### config.mk
export PLATFORM = sky130hd
export DESIGN_NAME = mc_ctrl_fsm
export DESIGN_NICKNAME = d
export VERILOG_FILES = /design/src/rtl/mc_ctrl_fsm.sv
export SDC_FILE = /design/constraint.sdc
export NUM_CORES = 1
export LEC_CHECK = 0
export CAP_MARGIN = 20
export CORE_MARGIN = 5
export CORE_UTILIZATION = 34
export DETAILED_ROUTE_END_ITERATION = 7
export PLACE_DENSITY_LB_ADDON = 0.08
export SYNTH_ARGS = -nofsm -noshare
export SYNTH_HDL_FRONTEND = slang
export SYNTH_SLANG_ARGS = --single-unit
### constraint.sdc
create_clock -name clk -period 1.6 [get_ports clk]
set_input_delay 0.4 -clock clk [delete_from_list [all_inputs] [get_ports clk]]
set_output_delay 0.4 -clock clk [all_outputs]
set_load 0.01 [all_outputs]
### src/rtl/mc_ctrl_fsm.sv
// mc_ctrl_fsm: multi-cycle MIPS-subset controller sequencing IF/ID/EXE/MA/MR/MW/WB/LWB/BR/JMP
//
// Ports
//   clk        in   rising-edge clock
//   reset      in   synchronous, active-high; forces all outputs to 0 and loads IF
//   opcode     in   IR[31:26], stable from ID onward
//   funct      in   IR[5:0]
//   zero       in   ALU zero flag, sampled in BR
//   OF         in   registered addi overflow flag, sampled in WB
//   dm_ready   in   data-memory ready, honoured only when MEM_WAIT_EN is defined
//   PCWr       out  PC write enable
//   NPCOp      out  next-PC select: 00 PC+4, 01 branch, 10 jump, 11 rs
//   IRWr       out  IR write enable
//   RegDst     out  00 rt, 01 rd, 10 link register
//   ALUSrc     out  0 rt data, 1 extended immediate
//   ExtOp      out  1 sign-extend, 0 zero-extend
//   ALUctr     out  00 add, 01 sub/slt, 10 or, 11 lui
//   MemtoReg   out  00 ALUOut, 01 DR, 10 PC
//   RegWrite   out  GPR write enable
//   MemWrite   out  DM write enable
//   instr_done out  pulse in the final state of every instruction
//   state      out  current state (debug), 0 while reset is high
//
// Build option
//   MEM_WAIT_EN  when defined, MR and MW stall until dm_ready=1; otherwise they last one cycle.
module mc_ctrl_fsm #(
    parameter int ST_W   = 4,
    parameter int RA_IDX = 31
) (
    input  logic            clk,
    input  logic            reset,
    input  logic [5:0]      opcode,
    input  logic [5:0]      funct,
    input  logic            zero,
    input  logic            OF,
    input  logic            dm_ready,
    output logic            PCWr,
    output logic [1:0]      NPCOp,
    output logic            IRWr,
    output logic [1:0]      RegDst,
    output logic            ALUSrc,
    output logic            ExtOp,
    output logic [1:0]      ALUctr,
    output logic [1:0]      MemtoReg,
    output logic            RegWrite,
    output logic            MemWrite,
    output logic            instr_done,
    output logic [ST_W-1:0] state
);
    localparam logic [ST_W-1:0] S_IF  = ST_W'(0);
    localparam logic [ST_W-1:0] S_ID  = ST_W'(1);
    localparam logic [ST_W-1:0] S_EXE = ST_W'(2);
    localparam logic [ST_W-1:0] S_MA  = ST_W'(3);
    localparam logic [ST_W-1:0] S_MR  = ST_W'(4);
    localparam logic [ST_W-1:0] S_MW  = ST_W'(5);
    localparam logic [ST_W-1:0] S_WB  = ST_W'(6);
    localparam logic [ST_W-1:0] S_LWB = ST_W'(7);
    localparam logic [ST_W-1:0] S_BR  = ST_W'(8);
    localparam logic [ST_W-1:0] S_JMP = ST_W'(9);

    // The datapath routes RegDst code 2'b10 to register RA_IDX; a legal GPR index keeps that code.
    localparam logic [1:0] DST_RA = (RA_IDX >= 0 && RA_IDX < 32) ? 2'b10 : 2'b00;

    logic [ST_W-1:0] state_q, state_d;
    logic is_r, is_addu, is_subu, is_slt, is_jr;
    logic is_ori, is_lui, is_addi, is_addiu, is_lw, is_sw, is_beq, is_j, is_jal;
    logic is_r_alu, is_i_alu, is_alu, is_mem, is_jump, mem_go;
    logic [1:0] alu_op;

    assign is_r     = opcode == 6'h00;
    assign is_addu  = is_r && funct == 6'h21;
    assign is_subu  = is_r && funct == 6'h23;
    assign is_slt   = is_r && funct == 6'h2A;
    assign is_jr    = is_r && funct == 6'h08;
    assign is_ori   = opcode == 6'h0D;
    assign is_lui   = opcode == 6'h0F;
    assign is_addi  = opcode == 6'h08;
    assign is_addiu = opcode == 6'h09;
    assign is_lw    = opcode == 6'h23;
    assign is_sw    = opcode == 6'h2B;
    assign is_beq   = opcode == 6'h04;
    assign is_j     = opcode == 6'h02;
    assign is_jal   = opcode == 6'h03;

    assign is_r_alu = is_addu || is_subu || is_slt;
    assign is_i_alu = is_ori || is_lui || is_addi || is_addiu;
    assign is_alu   = is_r_alu || is_i_alu;
    assign is_mem   = is_lw || is_sw;
    assign is_jump  = is_j || is_jal || is_jr;

    assign alu_op = (is_subu || is_slt) ? 2'b01 :
                    is_ori              ? 2'b10 :
                    is_lui              ? 2'b11 : 2'b00;

`ifdef MEM_WAIT_EN
    assign mem_go = dm_ready;
`else
    logic unused_dm_ready;
    assign unused_dm_ready = dm_ready;
    assign mem_go          = 1'b1;
`endif

    always_ff @(posedge clk) begin
        if (reset)
            state_q <= S_IF;
        else
            state_q <= state_d;
    end

    // WB, LWB, BR, JMP and the unused codes all return to IF.
    always_comb begin
        state_d = S_IF;
        case (state_q)
            S_IF:    state_d = S_ID;
            S_ID:    state_d = is_alu  ? S_EXE :
                               is_mem  ? S_MA  :
                               is_beq  ? S_BR  :
                               is_jump ? S_JMP : S_IF;
            S_EXE:   state_d = S_WB;
            S_MA:    state_d = is_lw ? S_MR : S_MW;
            S_MR:    state_d = mem_go ? S_LWB : S_MR;
            S_MW:    state_d = mem_go ? S_IF : S_MW;
            default: state_d = S_IF;
        endcase
    end

    always_comb begin
        PCWr       = 1'b0;
        NPCOp      = 2'b00;
        IRWr       = 1'b0;
        RegDst     = 2'b00;
        ALUSrc     = 1'b0;
        ExtOp      = 1'b0;
        ALUctr     = 2'b00;
        MemtoReg   = 2'b00;
        RegWrite   = 1'b0;
        MemWrite   = 1'b0;
        instr_done = 1'b0;
        state      = reset ? S_IF : state_q;
        if (!reset) begin
            case (state_q)
                S_IF: begin
                    IRWr = 1'b1;
                    PCWr = 1'b1;
                end
                // Unrecognised encodings retire here as a nop; PC already advanced in IF.
                S_ID:  instr_done = !(is_alu || is_mem || is_beq || is_jump);
                S_EXE: begin
                    ALUSrc = is_i_alu;
                    ExtOp  = is_addi || is_addiu;
                    ALUctr = alu_op;
                end
                S_WB: begin
                    RegWrite   = is_addi ? !OF : 1'b1;
                    RegDst     = is_r_alu ? 2'b01 : 2'b00;
                    instr_done = 1'b1;
                end
                S_MA: begin
                    ALUSrc = 1'b1;
                    ExtOp  = 1'b1;
                end
                S_LWB: begin
                    RegWrite   = 1'b1;
                    MemtoReg   = 2'b01;
                    instr_done = 1'b1;
                end
                S_MW: begin
                    MemWrite   = 1'b1;
                    instr_done = mem_go;
                end
                S_BR: begin
                    ALUctr     = 2'b01;
                    PCWr       = zero;
                    NPCOp      = 2'b01;
                    instr_done = 1'b1;
                end
                S_JMP: begin
                    PCWr       = 1'b1;
                    NPCOp      = is_jr ? 2'b11 : 2'b10;
                    RegWrite   = is_jal;
                    RegDst     = is_jal ? DST_RA : 2'b00;
                    MemtoReg   = is_jal ? 2'b10 : 2'b00;
                    instr_done = 1'b1;
                end
                default: ;
            endcase
        end
    end
endmodule

==> reports/qor.yml, run 1 <==
timing:
  clock_skew_ps: 5.30
  tightest_slew_ps: 307
  post-route-period-util_pct: 131
  setup_slack_ps: -494
  finalMaxSlewViolations: 0
  clock.fmax_mhz: 478
  hold_violations: 0
  layout_min_cycle_time_ps: 2090
  fin_hold_ws_ps: 650
  relSlewSlack_pct: 79.4
  rsz0062_at_grt: "yes"
  setup_viol: 17
setup_path:
  critPathMaxStageDelay_ps: 300
  critPathMaxFanout: 3
  cp.required_ps: 1200
  startpoint_type: "primary input"
  path_class: "primary input to output pin"
  r2r_setup_slack_ps: 270
  arrival_ps: 1690
  path_cells: "buf_8 > nor4_4 > buf_4 > buf_6 > o2111ai_4 > buf_6 > nand3_2 > o32ai_2 > buf_2"
  path_buf_inv: 5
  cpMostUsedCell: "buf_6"
  crit_path_top_delay_cell: "nor4_4"
  cp_top_family: "buffers and inverters"
  endpoint_kind: "output pin"
global_route:
  overflow: 0
  antenna_found_initial: 0
  grt_pass1_wl_um: 4600
  use_met1_pct: 27.1
  use_met3_pct: 2.77
  grt_max_degree: 12
  busiest_layer: "met2"
  first_global_vias: 992
  gr-usage-met2_pct: 36.9
  grt_usage_pct: 21.1
clock_tree:
  cts_buffers: 3
  clk_latency_ps: 240
  cts-hold-fix-buffers: 0
  cts.htree.levels: 1
  root_buffer: "clkbuf_4"
  cts_buffer_depth: 2
  cts_sinks: 4
  tritoncts: "built"
  clk_pin_slew_ps: 40
synth:
  ys_seq_area_share_pct: 12.1
  synthSimpleGateAreaFrac_pct: 59.6
  yosysMostFrequentCell: "nor2_1"
  ys_async_sr_fraction_pct: 0
  ys_types: 41
  syn_area_um2: 659
  synth_compound_area_share_pct: 18.2
  syn_nets: 113
  synth_ff_type: "dfxtp_1"
  synth.area.mux_share_pct: 3.23
  ys_ff_latch: 4
  syn_area_per_cell_um2: 6.87
  synth_top_cell_by_area: "dfxtp_1"
  synthAdderAreaFrac_pct: 0
  synth_top_cell_area_share_pct: 12.1
  synth_xor_area_share_pct: 0
  synth_area_leaders: "dfxtp_1, nor2_1, nor2b_1"
  synth-edff-count: 0
  syn-instance-count: 96
  synth_top_family_by_area: "simple AND/OR/NAND/NOR gates"
  netlist_top_cells_count: "nor2_1, nor2b_1, nand2_1, nor3_1"
  ys_warn_count: 0
run_status:
  violations: "setup timing"
  status: "finished, violations left"
drt:
  num_vias: 1113
  viasPerCell: 5.51
  drcViolationCount: 0
  antenna_left: 0
  drtPass1Iterations: 4
  wl_per_cell_um: 16.7
  drtIter0Drc: 36
  routed_wl_um: 3370
cells_and_area:
  antenna_cells: 0
  multiInputGateArea_um2: 759
  largest_register: "state_q"
  syn_to_final_growth_pct: 138
  fill_cells: 113
  layout.cells.non_filler: 202
  seqCellArea_um2: 85.1
  nets: 194
  layout-drive-gt1-share_pct: 73.7
  largest_reg_flops: 4
  final_cell_area_mm2: 0.00157
  top_regs: "state_q x4"
die:
  fp.dieW_um: 54.0
  pin_count: 36
  initial_core_util_pct: 34.7
  rows: 16
  dieArea_mm2: 0.00292
  core_area_mm2: 0.00190
  die_h_um: 54.0
placed_design:
  io_buffers: 34
  placement.cell_area_mm2: 0.00127
  globalplace.congestion: 0.905
  placed_cells: 179
  dp_hpwl_um: 1920
min_path:
  hold_class: "primary input to flip-flop"
power:
  total_power_uw: 573
  p_leak_nw: 0.711
  peakVddDrop_mv: 0.496
  powerDensity_mw_per_mm2: 365
run:
  cap_viol_max_count: 0
[layer usage]
metal,vias up,routed length [µm]
li1,520,-
met1,517,1340
met2,64,1710
met3,12,228
met4,0,89
met5,-,0
[layout make-up]
class                   count  share of cell area (%)
well taps                  27                    2.15
clock buffers               3                    1.44
multi-input cells          82                    48.4
repair buffers             84                    42.1
inverters                   2                   0.479
flip-flops and latches      4                    5.43
[tightest hold or removal path, delay by kind of cell]
| family | cells | cell delay [ps] |
|---|---|---|
| compound gates | 2 | 280 |
| buf+inv | 1 | 150 |
[repair_timing]
item | 4_1_cts | 5_1_grt
setup endpoints to repair | 22 | 20
gates resized for setup | 146 | 49
buffers inserted | 12 | 9
pin swaps | 22 | 19
[through the flow]
| stage | worst slack [ps] | util (%) | TNS, ps |
|---|---|---|---|
| after detailed placement | -1160 | 67.0 | -17840 |
| after global routing | -576 | 82.4 | -4670 |
| after CTS | -553 | 74.5 | -3100 |
| final | -494 | 82.4 | -3560 |
| after global placement | -1130 | 67.0 | -17610 |
| after floorplan | -78.0 | - | -214 |
[final timing paths]
| kind | start | end | depth (start not counted) |
|---|---|---|---|
| max | opcode[5] | instr_done | 9 |
| min | opcode[1] | state_q[0] | 3 |
| max reg2reg | state_q[2] | state_q[1] | 6 |
| min reg2reg | state_q[1] | state_q[0] | 3 |
[placed cells by master (no fill, tap or decap), drive strengths merged, types with 2 or more instances in the layout]
| master | instances |
|---|---|
| clkbuf | 12 |
| dfxtp | 4 |
| and4b | 2 |
| buf | 73 |
| nor4 | 4 |
| nor3b | 2 |
| a31oi | 3 |
| nand3b | 2 |
| nor2b | 8 |
| nand3 | 3 |
| nor3 | 6 |
| inv | 2 |
| nand2 | 6 |
| nand4 | 3 |
| nor2 | 16 |
| nand2b | 2 |
| a21oi | 4 |
| o21ai | 4 |
[logic make-up (layout without fill, tap and decap cells)]
family,Yosys count,count (layout)
simple gates,63,63
mux,2,2
compound gates,17,17
buf+inv,10,89
flops,4,4
[where the power goes]
part	switching (mW)	internal (mW)	leakage, nW
logic	0.162	0.171	0.663
registers	0.00612	0.108	0.0343
clock network	0.0418	0.0839	0.0138
Power figures use the tool's default switching activity.
==> inputs of run 2 (changes only) <==
--- a/config.mk
+++ b/config.mk
@@ -5,9 +5,11 @@
 export SDC_FILE = /design/constraint.sdc
 export NUM_CORES = 1
 export LEC_CHECK = 0
+export ABC_CLOCK_PERIOD_IN_PS = 1600
 export CAP_MARGIN = 20
 export CORE_MARGIN = 5
 export CORE_UTILIZATION = 34
+export CTS_CLUSTER_SIZE = 28
 export DETAILED_ROUTE_END_ITERATION = 7
 export PLACE_DENSITY_LB_ADDON = 0.08
 export SYNTH_ARGS = -nofsm -noshare
==> results of run 2 <==
The final DEF is identical to that of run 1; final timing and power are the same.
==> inputs of run 3 (changes only) <==
--- a/config.mk
+++ b/config.mk
@@ -5,6 +5,7 @@
 export SDC_FILE = /design/constraint.sdc
 export NUM_CORES = 1
 export LEC_CHECK = 0
+export ABC_AREA = 1
 export ABC_CLOCK_PERIOD_IN_PS = 1600
 export CAP_MARGIN = 20
 export CORE_MARGIN = 5
==> reports/qor.yml, run 3 <==
drt:
  viasPerCell: 5.42
  drtPass1Iterations: 4
  num_vias: 1253
  routed_wl_um: 3860
  drtIter0Drc: 63
  wl_per_cell_um: 16.7
  antenna_left: 0
  drcViolationCount: 0
placed_design:
  io_buffers: 34
  dp_hpwl_um: 1900
  globalplace.congestion: 0.820
die:
  initial_core_util_pct: 36.1
  core_area_mm2: 0.00175
  fp.dieW_um: 53.1
  dieArea_mm2: 0.00282
  die_h_um: 53.1
  pin_count: 36
  rows: 15
synth:
  netlist_top_cells_count: "nor2_1, nand2_1, nand3_1"
  ys_seq_area_share_pct: 12.7
  ys_warn_count: 0
  syn_area_um2: 631
  synth_area_leaders: "nor2_1, dfxtp_1, nand3_1"
  ys_types: 25
  yosysMostFrequentCell: "nor2_1"
  synth_ff_type: "dfxtp_1"
  synth_top_cell_by_area: "nor2_1"
  syn-instance-count: 122
  synth_top_cell_area_share_pct: 19.6
  ys_ff_latch: 4
  syn_area_per_cell_um2: 5.17
  syn_nets: 139
  synth-edff-count: 0
  ys_async_sr_fraction_pct: 0
cells_and_area:
  layout_common_cells: "buf_4, buf_2, nor2_1"
  final_common_cell: "buf_4"
  utilization_pct: 86.2
  top_regs: "state_q x4"
  nets: 225
  largest_reg_flops: 4
  antenna_cells: 0
  layout-drive-gt1-share_pct: 67.0
  largest_register: "state_q"
  syn_to_final_growth_pct: 139
clock_tree:
  cts_buffers: 3
  clk_pin_slew_ps: 40
  cts_sinks: 4
  cts-hold-fix-buffers: 0
  root_buffer: "clkbuf_4"
  cts.htree.levels: 1
  cts_buffer_depth: 2
  clk_latency_ps: 240
  tritoncts: "built"
global_route:
  first_global_vias: 1132
  grt_usage_pct: 22.8
  antenna_found_initial: 0
  overflow: 0
  grt_pass1_wl_um: 4760
  grt_max_degree: 8
timing:
  tightest_slew_ps: 349
  clock.fmax_mhz: 510
  rsz0062_at_grt: "yes"
  clock_skew_ps: 12.8
  hold_violations: 0
  post-route-period-util_pct: 123
  finalMaxSlewViolations: 0
  relSlewSlack_pct: 76.6
  layout_min_cycle_time_ps: 1960
  setup_viol: 16
  setup_slack_ps: -362
power:
  peakVddDrop_mv: 0.577
  p_leak_nw: 0.765
  total_power_uw: 631
  powerDensity_mw_per_mm2: 419
run:
  cap_viol_max_count: 0
setup_path:
  arrival_ps: 1560
  startpoint_type: "flip-flop"
  r2r-start: "state_q[3]"
  critPathMaxFanout: 5
  worstSetupStartpoint: "state_q[1]"
  cp.required_ps: 1200
  endpoint_kind: "output pin"
  path_class: "flip-flop to output pin"
min_path:
  holdCritStartpoint: "reset"
  hold_class: "primary input to flip-flop"
run_status:
  violations: "setup timing"
  status: "finished, violations left"
[run 3: path summary, 6_finish.rpt]
| kind | endpoint | slack (ps) | depth (start not counted) |
|---|---|---|---|
| setup / recovery | NPCOp[0] | -360 | 6 |
| hold / removal | state_q[2] | 580 | 4 |
| setup reg to reg | state_q[0] | 20 | 12 |
| hold reg to reg | state_q[1] | 640 | 2 |
[run 3: where the power goes]
part	switching [mW]	internal [mW]
combinational	0.204	0.178
clock	0.0458	0.0842
sequential	0.0105	0.108
[run 3: logic make-up after synthesis]
family / Yosys count / share of synthesized area, %
AO/OA/AOI/OAI: 11 / 11.3
flip-flops: 4 / 12.7
buffers and inverters: 23 / 13.9
AND/OR/NAND/NOR: 84 / 62.1
[run 3: area by class of cell]
cell class / instances / area, µm²
inverter: 21 / 82.6
sequential: 4 / 87.6
clock buffer: 3 / 22.5
timing repair buffer: 83 / 641
tap: 25 / 31.3
fill: 94 / 240
multi-input combinational: 95 / 641
[run 3: critical path: stages, from the launching register on]
cell and delay, ps:
dfxtp_4 370, nor2_2 270, nand3_1 190, inv_1 120, nand2_1 120, o31ai_2 80
buf_2 170
[run 3: through the flow]
stage / instances / cell area [µm²] / setup TNS (ps) / setup WS (ps) / hold slack [ps]
floorplan: 122 / 636 / 0 / 4.17 / 563
global placement: 208 / 1220 / -15360 / -988 / 619
detailed placement: 208 / 1220 / -15700 / -1030 / 626
CTS: 227 / 1400 / -2070 / -298 / 571
global route: 231 / 1510 / -4310 / -455 / 588
finish: 231 / 1510 / -3250 / -362 / 579
[run 3: layer usage]
metal / vias to the layer above / GRT usage [%] / share of wire [%]
met2: 90 / 39.0 / 46
met1: 581 / 27.9 / 39
met3: 18 / 5.63 / 11
met4: 0 / 6.38 / 3.5
met5: - / 0 / 0
li1: 564 / - / -
[run 3: what timing repair did]
item                                    in CTS  in global routing
endpoints found under the setup margin      21                 19
resized for setup                          168                 33
pin swaps                                   27                 21
buffers inserted                            16                  5
